## src/rtl/uart_pkg.sv

```systemverilog
// uart_pkg: shared definitions for the UART receive path.
//   - uart_state_e : receiver FSM state encoding
//   - ParityEven / ParityOdd : parity-mode constants
//   - calc_div()   : clocks-per-bit from clock frequency and baud rate
package uart_pkg;

    typedef enum logic [2:0] {
        StIdle   = 3'd0,
        StStart  = 3'd1,
        StData   = 3'd2,
        StParity = 3'd3,
        StStop   = 3'd4,
        StBreak  = 3'd5
    } uart_state_e;

    localparam bit ParityEven = 1'b0;
    localparam bit ParityOdd  = 1'b1;

    // Integer floor of clk_freq / baud; callers must keep the result >= 4.
    function automatic int unsigned calc_div(input int unsigned clk_freq,
                                             input int unsigned baud);
        return clk_freq / baud;
    endfunction

endpackage

```

## src/rtl/uart_bit_sync.sv

```systemverilog
// uart_bit_sync: two-flop synchroniser for the raw serial pin plus a history
// flop for falling-edge detection. All flops reset to 1 (idle line) so that
// reset release never looks like a start bit.
//   i_clk    : system clock
//   i_rst_n  : asynchronous active-low reset
//   i_din    : raw asynchronous serial input
//   o_sync   : synchronised line level (s2)
//   o_fall   : high for one cycle when the synchronised line goes 1 -> 0
module uart_bit_sync (
    input  logic i_clk,
    input  logic i_rst_n,
    input  logic i_din,
    output logic o_sync,
    output logic o_fall
);

    logic s1_q, s2_q, s3_q;

    always_ff @(posedge i_clk or negedge i_rst_n) begin
        if (!i_rst_n) begin
            s1_q <= 1'b1;
            s2_q <= 1'b1;
            s3_q <= 1'b1;
        end else begin
            s1_q <= i_din;
            s2_q <= s1_q;
            s3_q <= s2_q;
        end
    end

    assign o_sync = s2_q;
    assign o_fall = s3_q & ~s2_q;

endmodule

```

## src/rtl/uart_rx_byte.sv

```systemverilog
// uart_rx_byte: bit-level UART receiver. Qualifies the start bit at mid-bit,
// samples each following bit at mid-bit, and emits each good frame as a
// one-cycle valid pulse. Framing and parity errors pulse their own outputs
// and the byte is dropped.
//   i_clk           : system clock, rising edge
//   i_rst_n         : asynchronous active-low reset
//   i_uart_rx       : raw serial line, idles high
//   o_rx_data       : received byte, meaningful only with o_rx_valid
//   o_rx_valid      : one-cycle pulse per good frame
//   o_rx_frame_err  : one-cycle pulse when the stop bit samples 0
//   o_rx_parity_err : one-cycle pulse on parity mismatch
//   o_rx_busy       : high whenever the FSM is not idle
module uart_rx_byte
    import uart_pkg::*;
#(
    parameter int unsigned P_CLK_FREQ   = 50_000_000,
    parameter int unsigned P_BAUD       = 115200,
    parameter int unsigned P_DIV        = calc_div(P_CLK_FREQ, P_BAUD),
    parameter int unsigned P_DATA_W     = 8,
    parameter bit          P_PARITY_EN  = 1'b0,
    parameter bit          P_PARITY_ODD = ParityEven
) (
    input  logic                i_clk,
    input  logic                i_rst_n,
    input  logic                i_uart_rx,
    output logic [P_DATA_W-1:0] o_rx_data,
    output logic                o_rx_valid,
    output logic                o_rx_frame_err,
    output logic                o_rx_parity_err,
    output logic                o_rx_busy
);

    localparam int unsigned BaudW = $clog2(P_DIV);
    localparam int unsigned BitW  = $clog2(P_DATA_W + 1);

    localparam logic [BaudW-1:0] BaudHalf = BaudW'(P_DIV / 2 - 1);
    localparam logic [BaudW-1:0] BaudLast = BaudW'(P_DIV - 1);
    localparam logic [BitW-1:0]  BitLast  = BitW'(P_DATA_W - 1);
    localparam bit               OddPar   = (P_PARITY_ODD == ParityOdd);

    logic rx_sync, rx_fall;

    uart_bit_sync u_sync (
        .i_clk   (i_clk),
        .i_rst_n (i_rst_n),
        .i_din   (i_uart_rx),
        .o_sync  (rx_sync),
        .o_fall  (rx_fall)
    );

    uart_state_e         state_q, state_d;
    logic [BaudW-1:0]    baud_cnt_q, baud_cnt_d;
    logic [BitW-1:0]     bit_cnt_q, bit_cnt_d;
    logic [P_DATA_W-1:0] shift_q, shift_d;
    logic [P_DATA_W-1:0] data_q, data_d;
    logic                par_err_q, par_err_d;
    logic                valid_q, valid_d;
    logic                ferr_q, ferr_d;
    logic                perr_q, perr_d;

    always_comb begin
        state_d    = state_q;
        baud_cnt_d = baud_cnt_q;
        bit_cnt_d  = bit_cnt_q;
        shift_d    = shift_q;
        data_d     = data_q;
        par_err_d  = par_err_q;
        valid_d    = 1'b0;
        ferr_d     = 1'b0;
        perr_d     = 1'b0;

        unique case (state_q)
            StIdle: begin
                baud_cnt_d = '0;
                if (rx_fall) begin
                    state_d   = StStart;
                    par_err_d = 1'b0;
                end
            end
            StStart: begin
                if (baud_cnt_q == BaudHalf) begin
                    baud_cnt_d = '0;
                    bit_cnt_d  = '0;
                    // Line back high at mid start bit: treat as a glitch.
                    state_d    = rx_sync ? StIdle : StData;
                end else begin
                    baud_cnt_d = baud_cnt_q + 1'b1;
                end
            end
            StData: begin
                if (baud_cnt_q == BaudLast) begin
                    baud_cnt_d = '0;
                    shift_d    = {rx_sync, shift_q[P_DATA_W-1:1]};
                    if (bit_cnt_q == BitLast) begin
                        bit_cnt_d = '0;
                        state_d   = P_PARITY_EN ? StParity : StStop;
                    end else begin
                        bit_cnt_d = bit_cnt_q + 1'b1;
                    end
                end else begin
                    baud_cnt_d = baud_cnt_q + 1'b1;
                end
            end
            StParity: begin
                if (baud_cnt_q == BaudLast) begin
                    baud_cnt_d = '0;
                    // Mismatch when received bit differs from expected parity.
                    par_err_d  = rx_sync ^ (^shift_q) ^ OddPar;
                    state_d    = StStop;
                end else begin
                    baud_cnt_d = baud_cnt_q + 1'b1;
                end
            end
            StStop: begin
                if (baud_cnt_q == BaudLast) begin
                    baud_cnt_d = '0;
                    if (rx_sync) begin
                        // Back to idle at mid stop bit: half a bit of resync margin.
                        state_d = StIdle;
                        if (par_err_q) begin
                            perr_d = 1'b1;
                        end else begin
                            valid_d = 1'b1;
                            data_d  = shift_q;
                        end
                    end else begin
                        ferr_d  = 1'b1;
                        state_d = StBreak;
                    end
                end else begin
                    baud_cnt_d = baud_cnt_q + 1'b1;
                end
            end
            StBreak: begin
                // Hold off start detection until the line has returned high.
                baud_cnt_d = '0;
                if (rx_sync) begin
                    state_d = StIdle;
                end
            end
            default: begin
                state_d    = StIdle;
                baud_cnt_d = '0;
                bit_cnt_d  = '0;
            end
        endcase
    end

    always_ff @(posedge i_clk or negedge i_rst_n) begin
        if (!i_rst_n) begin
            state_q    <= StIdle;
            baud_cnt_q <= '0;
            bit_cnt_q  <= '0;
            shift_q    <= '0;
            data_q     <= '0;
            par_err_q  <= 1'b0;
            valid_q    <= 1'b0;
            ferr_q     <= 1'b0;
            perr_q     <= 1'b0;
        end else begin
            state_q    <= state_d;
            baud_cnt_q <= baud_cnt_d;
            bit_cnt_q  <= bit_cnt_d;
            shift_q    <= shift_d;
            data_q     <= data_d;
            par_err_q  <= par_err_d;
            valid_q    <= valid_d;
            ferr_q     <= ferr_d;
            perr_q     <= perr_d;
        end
    end

    assign o_rx_data       = data_q;
    assign o_rx_valid      = valid_q;
    assign o_rx_frame_err  = ferr_q;
    assign o_rx_parity_err = perr_q;
    assign o_rx_busy       = (state_q != StIdle);

endmodule

```

## config.mk

```make
export PLATFORM = sky130hd
export DESIGN_NAME = uart_rx_byte
export DESIGN_NICKNAME = d
export VERILOG_FILES = /design/src/rtl/uart_pkg.sv /design/src/rtl/uart_bit_sync.sv /design/src/rtl/uart_rx_byte.sv
export SDC_FILE = /design/constraint.sdc
export NUM_CORES = 1
export LEC_CHECK = 0
export ABC_AREA = 1
export BUFFER_PORTS_ARGS = -buffer_cell sky130_fd_sc_hd__buf_4
export CAP_MARGIN = 10
export CORE_MARGIN = 2
export CORE_UTILIZATION = 45
export CTS_CLUSTER_SIZE = 10
export DETAILED_ROUTE_END_ITERATION = 8
export PLACE_DENSITY_LB_ADDON = 0.15
export SLEW_MARGIN = 30
export SYNTH_ARGS = -nofsm -noshare
export SYNTH_HDL_FRONTEND = slang
export SYNTH_HIERARCHICAL = 1
export SYNTH_SLANG_ARGS = --single-unit
```

## constraint.sdc

```tcl
create_clock -name i_clk -period 2 [get_ports i_clk]
set_input_delay 0.4 -clock i_clk [delete_from_list [all_inputs] [get_ports i_clk]]
set_output_delay 0.4 -clock i_clk [all_outputs]
set_load 0.01 [all_outputs]
```

-- After elaboration in Yosys (flattened, before gate mapping)
Cells that the tools add are included.
- bitwise logic cells: 5
- multipliers: 0
- $lt $le $gt $ge: 0
- shift operators: 0
- add/sub/neg operators: 2
- divide/modulo/power cells: 0
- mux-type cells: 31
- reductions and logical operators: 11
- equal/unequal tests: 15
- operators with widths (operator ; number):
    2-to-1 mux 3 bit ; 8
    2-to-1 mux 9 bit ; 2
    case mux 3 bit (6 select lines) ; 1
    case mux 9 bit (2 select lines) ; 1
    2-to-1 mux 1 bit ; 13
    2-to-1 mux 4 bit ; 3
    != test 2 bit, second input constant ; 6
    case mux 4 bit (3 select lines) ; 1
    adder 9 x 1 -> 9 bit, second input constant ; 1
    == test 9 x 8 -> 1 bit, second input constant ; 1
    == test 9 bit, second input constant ; 1
    XOR reduction 8 bit ; 1
    AND reduction 7 bit ; 1
    == test 3 x 2 -> 1 bit, second input constant ; 2
    == test 3 bit, second input constant ; 2
    AND reduction 3 bit ; 2
    adder 4 x 1 -> 4 bit, second input constant ; 1
    == test 4 x 3 -> 1 bit, second input constant ; 1
    AND reduction 4 bit ; 1
    OR reduction 4 bit ; 1
    == test 3 x 1 -> 1 bit, second input constant ; 1
    zero test 3 bit ; 1
    inverter 1 bit ; 3
    nonzero test 3 bit ; 1
    8 further kinds ; 8
- register bits: 39
- output and inout port bits: 12
- RAM bits: 0
- memory bits (read-only): 0
- memories kept: 0
- latch bits: 0

-- Longest topological paths before layout
- word-level depth: 4
- gate-level depth with buffers: 10
- gate-level depth less buffers: 10

-- By module
Netlist, hierarchy kept.
- by module, submodules not included (module ; cells each ; instances ; area an instance (um^2)):
    uart_rx_byte ; 229 ; 1 ; 1914.3
    uart_bit_sync ; 5 ; 1 ; 88.8

-- Worst setup path before layout
OpenSTA, ideal clock, no wires.
- kind: flip-flop to flip-flop
- from: register baud_cnt_q[1]
- to: register data_q[6] (netlist: o_rx_data[6])
- stages on the path, launching flop included: 11
- clock period less this slack: 1446 ps
- arrival: 1327 ps
- data required time: 1881 ps
- slack: 554 ps
- setup time: 119 ps
- cell sequence: dfrtp_1 -> inv_1 -> ha_1 -> nand2_1 -> nor3_2 -> nand2_2 -> clkinv_4 -> nand4_4 -> buf_6 -> nand2_2 -> o21ai_2
- word-level cells in the longest chain between the ends: 2
- RTL lines (what ; RTL line ; text):
    start, declared ; uart_rx_byte.sv:52 ; logic [BaudW-1:0] baud_cnt_q, baud_cnt_d;
    start signal, assigned ; uart_rx_byte.sv:162 ; baud_cnt_q <= baud_cnt_d;
    == test 9 bit ; uart_rx_byte.sv:115 ; if (baud_cnt_q == BaudLast) begin
    AND reduction 4 bit (no source line) ; - ;
    end signal, assigned ; uart_rx_byte.sv:165 ; data_q <= data_d;
    end, declared ; uart_rx_byte.sv:55 ; logic [P_DATA_W-1:0] data_q, data_d;
No other way between the ends.
A chain may end at the register's enable or synchronous reset.

-- Worst setup path in the final report
- from: register baud_cnt_q[1]
- to: register data_q[2] (netlist: o_rx_data[2])
The elaborated chain is that of the path after synthesis.

==> results.cfg <==
[status]
outcome = finished clean

[worst_setup_path]
cp-start-kind = flip-flop
rr_worst_depth = 9
crit_fanout = 16
crit_path_frequent_cell = nand2_1
cp_cell_sequence = inv_1 > ha_1 > nand2_1 > nor3_2 > nand2_2 > clkinv_4 > nand4_4 > nand2_1 > o21ai_2
worst_setup_path_end_kind = flip-flop
crit_cells = 9
regToRegStartpoint = baud_cnt_q[1]
crit_buf_inv = 2
cpPeakStageDelay_ns = 0.39
worstPathArrival_ns = 1.85
r2r_slack_ns = 0.33
cp.required_ns = 2.18
critPathTopFamily = simple AND/OR/NAND/NOR gates
r2r-end = o_rx_data[2]
crit_path_top_delay_cell = dfrtp_1
critPathKind = flip-flop to flip-flop

[power]
power.density_nw_per_um2 = 917
irDropWorstVdd_mv = 0.420
leakage_uw = 0.00106

[routing]
first_pass_iters = 4
drt_iter0_markers = 69
drt-wirelength-per-cell_um = 11.9
routed_via_density = 4.94
wl_um = 3630
vias = 1506
ant_nets = 0
remaining_drc_errors = 0

[sta]
setup_viol_count_final = 0
fmax_mhz = 599
slew_viol_final = 0
setup-tns-final_ns = 0
period_share_pct = 83.5
worst_pin_slew_ns = 0.487
finalHoldViolCount = 0
relSlewSlack_pct = 67.5
rsz0062_at_grt = false
fin_crit_ns = 1.67
skew_ns = 0.00411

[clock_network]
cts_tree = built
clock_sinks = 39
ctsHoldBuffers = 0
htree_num_levels = 2
cts_buffers = 5
clk_path_buf_depth = 2
cts-root-buf = clkbuf_8
post_cts_buffers = 0
clkLatencyLatePin_ns = 0.29
ctsResizeCount = 0
path_clk_slew_ns = 0.08

[synth]
synth_compound_area_share_pct = 10.2
synth_seq_cells = 39
ys_top_cells_by_area = dfrtp_1, nand2_1, o21ai_1
synth_top_family_by_area = simple AND/OR/NAND/NOR gates
syn_area_um2 = 2000
synth_xor_area_share_pct = 2.62
yosysTopAreaCellShare_pct = 45.0
synthCells = 234
avgSynthCellArea_um2 = 8.56
synthAdderAreaFrac_pct = 2.50
yosys.area.top_type = dfrtp_1
synthSimpleGateAreaFrac_pct = 28.9
yosysUniqueCellTypes = 31
synth_fp_nets = 241
ys_warn_count = 6
synthMuxAreaShare_pct = 0
yosysSeqAreaShare_pct = 48.9

[floorplan]
core_area_um2 = 4320
fp-row-count = 24
die_w_um = 70.7
fp.dieArea_um2 = 5000
io_pins = 15
die_h_um = 70.7
initial_core_util_pct = 46.3

[layout]
drive_gt1_share_pct = 22.1
utilization_pct = 52.4
area_growth_pct = 13.2
antenna-diode-count = 0
fillers = 424
nNetsFinal = 259
instances_no_fill = 305

[placement]
numPortBuffers = 14
dp.cells = 297
hpwl_um = 2600
place_congestion = 0.792

[job]
maxCapViolCount = 0

[grt]
antenna_found_initial = 0
grtUsageTotal_pct = 16.3
grt_max_degree = 40
grt_pass1_wl_um = 6490
grt_pass1_vias = 1420
overflow = 0

[worst_hold_path]
holdCritPathClass = input pin to async pin
[worst register-to-register path: cells and delay by family, from the launching register on]
| family | cells | cell delay [ns] |
|---|---|---|
| compound gates | 1 | 0.06 |
| buf+inv | 2 | 0.22 |
| fa+ha+maj | 1 | 0.16 |
| flops | 1 | 0.39 |
| simple gates | 5 | 0.74 |
[metrics by stage]
| stage | power [uW] | setup WS (ns) | instance area [um2] | hold slack, ns |
|---|---|---|---|---|
| 5_1_grt | 2210 | 0.146 | 2270 | 0.112 |
| 2_1_floorplan | 1280 | 0.554 | 2000 | 0.104 |
| 6_report | 2080 | 0.330 | 2270 | 0.0630 |
| 3_5_place_dp | 1410 | 0.316 | 2150 | 0.351 |
| 4_1_cts | 2110 | 0.299 | 2270 | 0.0843 |
| 3_3_place_gp | 1410 | 0.412 | 2150 | 0.346 |
[cells in the mapped netlist (all sizes together)]
| cell type | n |
|---|---|
| clkinv | 1 |
| a21oi | 4 |
| buf | 3 |
| dfrtp | 36 |
| nor3 | 6 |
| or2 | 1 |
| ha | 4 |
| nor2 | 19 |
| nand4 | 7 |
| xor2 | 4 |
| o21ai | 31 |
| nor3b | 1 |
| dfstp | 3 |
| xnor2 | 2 |
| nor4 | 1 |
| inv | 28 |
| nand3 | 12 |
| nand2 | 71 |
[final cells by class]
type	instances	area, um2	share of cell area, %
clock buffers	6	82.6	3.64
clock inverters	2	35.0	1.55
inverters	29	114	5.02
multi-input cells	163	886	39.1
flip-flops and latches	39	980	43.2
well taps	52	65.1	2.87
repair buffers	14	105	4.64
[placed cells by master (no fill, tap or decap), types with 2 or more instances in the layout]
master / Yosys / final
xor2_1: 4 / 4
nor2_1: 16 / 16
nand3_1: 11 / 11
nand4_1: 6 / 6
dfrtp_1: 36 / 36
nand2_1: 64 / 64
o21ai_1: 20 / 20
inv_1: 23 / 23
buf_4: 1 / 14
a21oi_1: 4 / 4
nor3_2: 4 / 4
nand2_2: 6 / 6
inv_2: 5 / 5
o21ai_2: 8 / 8
o21ai_0: 3 / 3
ha_1: 4 / 4
dfstp_2: 3 / 3
nor2_2: 2 / 2
clkbuf_8: 0 / 6
xnor2_1: 2 / 2
[where the power goes]
group / leakage [uW] / switching (uW) / internal (uW)
logic: 0.000473 / 333 / 157
registers: 0.000530 / 67.6 / 832
clock network: 0.0000612 / 284 / 404
[cell families (layout without fill, tap and decap cells)]
logic type	Yosys count	in the layout
and+or+nand+nor	118	118
DFF	39	39
AOI/OAI and AO/OA	35	35
buffers and inverters	32	51
xor gates and xnor gates	6	6
adders and majority gates	4	4
[sequential cells by signal (all words and copies together) (netlist names), 3 cells and up]
signal	cells
baud_cnt_q	9
o_rx_data	8
shift_q	8
bit_cnt_q	4
state_q	3
[per-layer routing]
layer	part of all wire, %	GRT usage, %
met5	0	0
met4	2.2	6.92
met3	2.9	3.13
met2	44	24.8
met1	51	22.8
[how the worst max path moves through the flow]
stage	slack, ns	from	endpoint
global route	0.15	baud_cnt_q[1]	o_rx_data[3]
floorplan	0.55	baud_cnt_q[1]	o_rx_data[6]
CTS	0.30	baud_cnt_q[1]	o_rx_data[2]
global placement	0.41	baud_cnt_q[1]	o_rx_data[1]
finish	0.33	baud_cnt_q[1]	o_rx_data[2]
detailed placement	0.32	baud_cnt_q[1]	o_rx_data[2]
No activity file was read; power rests on OpenSTA's default activity.
